`src/rtl/mapping_group_pkg.sv`:
```
// Shared types and constants for the mapping-group sequencer.
//   ctrl_state_e   : sequencer states
//   MODE_RBR/PAR   : values of mode_i / mode_o
//   NUM_PLANES_DEF : default number of bit-planes per operation
package mapping_group_pkg;

    typedef enum logic [3:0] {
        IDLE,
        REQ1,
        WAIT1,
        WR1,
        REQ2,
        WAIT2,
        WR2,
        RD,
        ACC,
        OUT
    } ctrl_state_e;

    localparam logic        MODE_RBR       = 1'b0;
    localparam logic        MODE_PAR       = 1'b1;
    localparam int unsigned NUM_PLANES_DEF = 4;

endpackage

```
`src/rtl/mapping_group_wdt.sv`:
```
// Wait-state watchdog for mapping_group_ctrl.
// Counts WAIT cycles; expire is asserted combinationally when the count
// that will be held next cycle equals TIMEOUT_CYC, so the parent can
// register it and present the error in that very cycle.
//   clk, rst_n : clock, async active-low reset
//   load       : entering a WAIT state (count restarts at 1)
//   count      : staying in the same WAIT state
//   expire     : next cycle is WAIT cycle number TIMEOUT_CYC
module mapping_group_wdt #(
    parameter int unsigned TIMEOUT_CYC = 256
) (
    input  logic clk,
    input  logic rst_n,
    input  logic load,
    input  logic count,
    output logic expire
);

    localparam int unsigned CW = $clog2(TIMEOUT_CYC + 1);

    logic [CW-1:0] cnt_q;
    logic [CW-1:0] cnt_d;

    always_comb begin
        cnt_d = cnt_q;
        if (load) begin
            cnt_d = CW'(1);
        end else if (count) begin
            cnt_d = cnt_q + 1'b1;
        end
    end

    assign expire = (load || count) && (cnt_d == CW'(TIMEOUT_CYC));

    always_ff @(posedge clk or negedge rst_n) begin
        if (!rst_n) begin
            cnt_q <= '0;
        end else begin
            cnt_q <= cnt_d;
        end
    end

endmodule

```
`src/rtl/mapping_group_ctrl.sv`:
```
// Sequencer in front of mapping_group_top. One start pulse runs NUM_PLANES
// bit-planes: per plane one (row-by-row) or two (parallel) ADC conversions
// with buffer write strobes, then read/shift/accumulate; finally the
// accumulator read is pulsed together with done_o.
// Optional feature: define MAPPING_CTRL_TIMEOUT_EN to abort a WAIT state
// after TIMEOUT_CYC cycles without adc_valid_i (err_o pulse).
// Ports:
//   clk_i, rst_ni        clock, async active-low reset
//   start_i, mode_i      start request (IDLE only), mode sampled at accept
//   adc_valid_i          ADC result valid (honoured only in WAIT states)
//   pim_req_o, pim_sel_o conversion request and half select
//   mode_o               latched mode
//   buf_write_en_1_o/2_o, buf_read_en_o, shift_count_o,
//   accum_buf_write_o, accum_buf_read_o   strobes to mapping_group_top
//   busy_o, done_o, err_o                 status
module mapping_group_ctrl
    import mapping_group_pkg::*;
#(
    parameter int unsigned NUM_PLANES = NUM_PLANES_DEF,
    parameter int unsigned SHIFT_W    = 2
`ifdef MAPPING_CTRL_TIMEOUT_EN
    ,
    parameter int unsigned TIMEOUT_CYC = 256
`endif
) (
    input  logic               clk_i,
    input  logic               rst_ni,
    input  logic               start_i,
    input  logic               mode_i,
    input  logic               adc_valid_i,
    output logic               pim_req_o,
    output logic               pim_sel_o,
    output logic               mode_o,
    output logic               buf_write_en_1_o,
    output logic               buf_write_en_2_o,
    output logic               buf_read_en_o,
    output logic [SHIFT_W-1:0] shift_count_o,
    output logic               accum_buf_write_o,
    output logic               accum_buf_read_o,
    output logic               busy_o,
    output logic               done_o,
    output logic               err_o
);

    ctrl_state_e        state_q, state_d;
    logic [SHIFT_W-1:0] plane_q, plane_d;
    logic               mode_q, mode_d;
    logic               err_q;
    logic               abort;

    logic req_q, sel_q, wr1_q, wr2_q, rd_q, accw_q, accr_q, busy_q;
    logic req_d, sel_d, wr1_d, wr2_d, rd_d, accw_d, accr_d, busy_d;

    // Next state. The plane counter doubles as shift_count_o, so it is
    // cleared when leaving the last ACC to present 0 during OUT.
    always_comb begin
        state_d = state_q;
        plane_d = plane_q;
        mode_d  = mode_q;
        unique case (state_q)
            IDLE: begin
                if (start_i) begin
                    state_d = REQ1;
                    mode_d  = mode_i;
                    plane_d = '0;
                end
            end
            REQ1: state_d = WAIT1;
            WAIT1: begin
                if (abort) begin
                    state_d = IDLE;
                    plane_d = '0;
                end else if (adc_valid_i) begin
                    state_d = WR1;
                end
            end
            WR1:  state_d = (mode_q == MODE_PAR) ? REQ2 : RD;
            REQ2: state_d = WAIT2;
            WAIT2: begin
                if (abort) begin
                    state_d = IDLE;
                    plane_d = '0;
                end else if (adc_valid_i) begin
                    state_d = WR2;
                end
            end
            WR2: state_d = RD;
            RD:  state_d = ACC;
            ACC: begin
                if (plane_q == SHIFT_W'(NUM_PLANES - 1)) begin
                    state_d = OUT;
                    plane_d = '0;
                end else begin
                    state_d = REQ1;
                    plane_d = plane_q + 1'b1;
                end
            end
            OUT:     state_d = IDLE;
            default: state_d = IDLE;
        endcase
    end

    // Outputs are decoded from the next state and registered, so each strobe
    // is high exactly for the cycles spent in its state.
    always_comb begin
        req_d  = (state_d == REQ1) || (state_d == REQ2);
        sel_d  = (state_d == REQ2);
        wr1_d  = (state_d == WR1);
        wr2_d  = (state_d == WR2);
        rd_d   = (state_d == RD) || (state_d == ACC);
        accw_d = (state_d == ACC);
        accr_d = (state_d == OUT);
        busy_d = (state_d != IDLE);
    end

`ifdef MAPPING_CTRL_TIMEOUT_EN
    logic wait_next, wdt_load, wdt_count, wdt_expire;

    assign wait_next = (state_d == WAIT1) || (state_d == WAIT2);
    assign wdt_load  = wait_next && (state_d != state_q);
    assign wdt_count = wait_next && (state_d == state_q);

    mapping_group_wdt #(
        .TIMEOUT_CYC(TIMEOUT_CYC)
    ) u_wdt (
        .clk   (clk_i),
        .rst_n (rst_ni),
        .load  (wdt_load),
        .count (wdt_count),
        .expire(wdt_expire)
    );

    // err_q is high during the last permitted WAIT cycle; the FSM leaves
    // on the following edge regardless of adc_valid_i in that cycle.
    always_ff @(posedge clk_i or negedge rst_ni) begin
        if (!rst_ni) begin
            err_q <= 1'b0;
        end else begin
            err_q <= wdt_expire;
        end
    end

    assign abort = err_q;
`else
    assign err_q = 1'b0;
    assign abort = 1'b0;
`endif

    always_ff @(posedge clk_i or negedge rst_ni) begin
        if (!rst_ni) begin
            state_q <= IDLE;
            plane_q <= '0;
            mode_q  <= 1'b0;
            req_q   <= 1'b0;
            sel_q   <= 1'b0;
            wr1_q   <= 1'b0;
            wr2_q   <= 1'b0;
            rd_q    <= 1'b0;
            accw_q  <= 1'b0;
            accr_q  <= 1'b0;
            busy_q  <= 1'b0;
        end else begin
            state_q <= state_d;
            plane_q <= plane_d;
            mode_q  <= mode_d;
            req_q   <= req_d;
            sel_q   <= sel_d;
            wr1_q   <= wr1_d;
            wr2_q   <= wr2_d;
            rd_q    <= rd_d;
            accw_q  <= accw_d;
            accr_q  <= accr_d;
            busy_q  <= busy_d;
        end
    end

    assign pim_req_o         = req_q;
    assign pim_sel_o         = sel_q;
    assign mode_o            = mode_q;
    assign buf_write_en_1_o  = wr1_q;
    assign buf_write_en_2_o  = wr2_q;
    assign buf_read_en_o     = rd_q;
    assign shift_count_o     = plane_q;
    assign accum_buf_write_o = accw_q;
    assign accum_buf_read_o  = accr_q;
    assign busy_o            = busy_q;
    assign done_o            = accr_q;
    assign err_o             = err_q;

endmodule

```
`config.mk`:
```
export PLATFORM = sky130hd
export DESIGN_NAME = mapping_group_ctrl
export DESIGN_NICKNAME = d
export VERILOG_FILES = /design/src/rtl/mapping_group_pkg.sv /design/src/rtl/mapping_group_wdt.sv /design/src/rtl/mapping_group_ctrl.sv
export SDC_FILE = /design/constraint.sdc
export NUM_CORES = 1
export LEC_CHECK = 0
export ABC_AREA = 1
export CORE_MARGIN = 5
export CORE_UTILIZATION = 46
export CTS_CLUSTER_SIZE = 16
export DETAILED_ROUTE_END_ITERATION = 16
export PLACE_DENSITY = 0.84
export SYNTH_ARGS = -nofsm -noshare
export SYNTH_HDL_FRONTEND = slang
export SYNTH_SLANG_ARGS = --single-unit
```
`constraint.sdc`:
```
create_clock -name clk_i -period 1.55 [get_ports clk_i]
set_input_delay 0.2325 -clock clk_i [delete_from_list [all_inputs] [get_ports clk_i]]
set_output_delay 0.2325 -clock clk_i [all_outputs]
set_load 0.03 [all_outputs]
```
======== Word-level counts from Yosys, hierarchy flattened ========
Cells that the tools add are included.
operators by class
  $add $sub $neg .......................... 1
  equal/unequal tests ..................... 17
  muxes and demuxes ....................... 9
  reduce and logical (&&, ||, !) cells .... 7
operators with widths
  operator                                       number
  one-hot mux 4 bit (9 select lines)             1
  == test 4 x 3 -> 1 bit, second input constant  7
  2-to-1 mux 4 bit                               4
  == test 4 x 2 -> 1 bit, second input constant  3
  == test 4 bit, second input constant           3
  == test 4 x 1 -> 1 bit, second input constant  2
  2-to-1 mux 2 bit                               3
  logical NOT 4 bit                              1
  one-hot mux 2 bit (2 select lines)             1
  AND reduction 2 bit                            2
  nonzero test 4 bit                             1
  adder 2 x 1 -> 2 bit, second input constant    1
  == test 2 bit, second input constant           1
  logical OR 1 bit                               2
  != test 2 bit, second input constant           1
  nonzero test 2 bit                             1
storage, ports and cells
  bits in registers ....................... 15
  output and inout port bits .............. 13
  word-level logic and storage cells ...... 45

======== Depth between registers and ports, before layout ========
  depth in word-level cells ............... 5
  gate-level depth with buffers ........... 8
  gate-level depth less buffers ........... 8

======== Worst setup path after synthesis ========
Ideal clock, no wire load.
  path kind ............................... register to register
  from .................................... reg plane_q[0], in the netlist shift_count_o[0]
  to ...................................... reg busy_q, in the netlist busy_o
  arrival ................................. 1.094 ns
  required time ........................... 1.407 ns
  path slack .............................. 0.312 ns
  cell stages (with the launch flop) ...... 6
  period minus slack after synthesis ...... 1.238 ns
  path through ............................ dfrtp_1 ha_1 nand4_1 nand2_1 nor2_1 nand4_1
between the ends
  longest elaborated chain between the ends .. 4
RTL lines
  element                             line                       RTL
  from (decl)                         mapping_group_ctrl.sv:46   logic [SHIFT_W-1:0] plane_q, plane_d;
  from (signal assigned)              mapping_group_ctrl.sv:164  plane_q <= plane_d;
  == test 2 bit                       mapping_group_ctrl.sv:90   if (plane_q == SHIFT_W'(NUM_PLANES - 1)) begin
  2-to-1 mux 4 bit                    mapping_group_ctrl.sv:90
  one-hot mux 4 bit (9 select lines)  mapping_group_ctrl.sv:60   unique case (state_q)
  net state_d[3]                      mapping_group_ctrl.sv:45   ctrl_state_e state_q, state_d;
  nonzero test 4 bit                  mapping_group_ctrl.sv:113  busy_d = (state_d != IDLE);
  net busy_d                          mapping_group_ctrl.sv:52   logic req_d, sel_d, wr1_d, wr2_d, rd_d, accw_d, accr_d, busy_d;
  to (signal assigned)                mapping_group_ctrl.sv:173  busy_q <= busy_d;
  to (decl)                           mapping_group_ctrl.sv:51   logic req_q, sel_q, wr1_q, wr2_q, rd_q, accw_q, accr_q, busy_q;
The timed path passes the listed nets, and every way through them passes these cells.
A chain may end at the register's enable or synchronous reset.

======== Worst setup path in the final report ========
  from .................................... reg accw_q, in the netlist accum_buf_write_o
  to ...................................... out accum_buf_write_o
RTL lines
  element                 line                       RTL
  from (decl)             mapping_group_ctrl.sv:51
  from (signal assigned)  mapping_group_ctrl.sv:171  accw_q <= accw_d;
  to (decl)               mapping_group_ctrl.sv:38   output logic accum_buf_write_o,
No word-level cell between the ends.

==> out/metrics.csv <==
metric;value;unit
firstDrtPassIters;4;
h-tree-depth;1;
num_rows;14;
post-route-min-period;1500;ps
seqCellArea;375;sq um
dr_total_vias;608;
clock_skew;14.5;ps
synth_edf_count;0;
cpPeakStageDelay;660;ps
top_register;state_q;
r2r_slack;230;ps
cts_hold_buf;0;
cts.sinks;15;
dp_worst_setup_slack;76.8;ps
yosys_warnings;0;
async_flop_share;1.00;
path_max_fanout;1;
wirelength;1480;um
setup_viol;0;
fp.coreArea;1490;sq um
cap_violations;0;
slew_violations;0;
power;1.83;mW
cp.depth;1;
dieArea;2450;sq um
worstPathRequired;1320;ps
start_util;0.482;
endpoint_kind;output port;
syn-mean-instance-area;8.85;sq um
fin_util;0.638;
reg2reg_from;state_q[3];
grt_pass1_vias;616;
grt_pass1_wl;2620;um
postCtsSetupBuffers;0;
p_leak;0.607;nW
synth_top_area_share;0.524;
yosysSeqAreaShare;0.524;
die_x;49.5;um
layout-drive-gt1-share;0.186;
reg2reg_depth;6;
grt_max_degree;16;
cts_tree;built;
fin_crit_sh;0.966;
hold_viol_final;0;
fmax;0.668;GHz
ant_nets;0;
area_delta_synth_final;32.5;%
cts-root-buf;clkbuf_4;
synth_cells;81;
synthesis.area;717;sq um
antenna_cells;0;
gp_congestion;0.814;
ys_types;20;
cts_buffer_depth;2;
synthTopCellsByArea;dfrtp_1 52%, nand2_1 7.9%, nand3_1 5.6%;
dp_hpwl;1140;um
worstSetupStartpointType;register;
clk_pin_slew;90;ps
crit_type;register to output port;
clk_latency;290;ps
grt_overflow;0;
status;completed;
syn-num-nets;87;
grt_antenna_before_repair;0;
fillers;124;
setup_tns;0;ps
vias_per_cell;5.15;
fin_nets;109;
ir_worst_vdd;1.10;mV
critPathArrivalTime;1270;ps
crit_path_cell_trace;clkdlybuf4s50_1;
drt_iter0_drc;11;
rsz0062_at_grt;false;
timing.rr.end;pim_req_o;
setup_ws;52.1;ps
cts_buffers;3;
largest_register_ff_count;4;
multiInputGateArea;273;sq um
wire_per_inst;12.5;um
cp_top_family;buffers and inverters;
yosys.area.top_type;dfrtp_1;
die_h;49.5;um
fin_hold_ws;243;ps
ys.flop_type;dfrtp_1;
grtUsageTotal;0.135;
worst-path-buf-inv;1;
synth.ff_latch_count;15;
io_buffer_count;16;
critPathSlowestCell;clkdlybuf4s50_1;
drc;0;
p_per_area;1930;nW/um^2
synth_commonest_cells;15 x dfrtp_1, 15 x nand2_1, 10 x inv_1, 9 x nor2_1, 8 x nand3_1;
hold_class;input pin to asynchronous set/reset pin;
top_level_ports;18;
where the power goes:
part | internal (mW) | switching, mW | leakage [nW]
combinational | 0.356 | 0.650 | 0.395
clock | 0.0960 | 0.124 | 0.0177
sequential | 0.518 | 0.0914 | 0.194
cell type report:
type / count / area share
multi-input cells: 50 / 0.287
clock buffers: 3 / 0.0237
flip-flops and latches: 15 / 0.395
repair buffers: 19 / 0.211
well taps: 16 / 0.0211
clock inverters: 1 / 0.00527
inverters: 14 / 0.0567
kinds of logic (layout without fill, tap and decap cells):
family          count (synthesis)  in the layout  share of synthesized area
compound gates                  5              5                     0.0576
fa+ha+maj                       1              1                     0.0174
simple gates                   43             43                      0.300
other cells                     1              1                    0.00523
flops                          15             15                      0.524
buf+inv                        16             37                     0.0960
placed cells by master, fill, tap and decap left out, drive strengths merged, types with 2 or more instances in the layout:
cell type and instances:
nand4 3, nor2 14, clkinv 2, dlymetal6s2s 8
dlygate4sd2 2, nand2 15, buf 3, clkdlybuf4s50 6
clkbuf 3, inv 13, dfrtp 15, nand3 10
o21ai 2
what timing repair did:
action                                 4_1_cts  5_1_grt
resized for setup                            2        8
setup endpoints to repair                    2        8
endpoints found under the hold margin        0        0
layer usage:
layer	wire [um]	part of all wire	global-route usage
met2	707	0.48	0.215
met3	86	0.058	0.0301
met5	0	0	0
met1	670	0.45	0.173
met4	14	0.0095	0.0611
stage by stage:
step | area, sq um | cells
CTS | 930 | 118
global placement | 905 | 114
global route | 950 | 118
floorplan | 717 | 81
detailed placement | 905 | 114
finish | 950 | 118
worst max-delay path by stage:
| stage | from | endpoint | slack (ps) |
|---|---|---|---|
| 4_1_cts | mode_o | mode_o | 4 |
| 3_3_place_gp | adc_valid_i | pim_req_o | 110 |
| 6_report | accum_buf_write_o | accum_buf_write_o | 50 |
| 5_1_grt | accum_buf_write_o | accum_buf_write_o | 3 |
| 2_1_floorplan | shift_count_o[0] | busy_o | 310 |
| 3_5_place_dp | adc_valid_i | pim_req_o | 80 |
No activity file was read; power rests on OpenSTA's default activity.
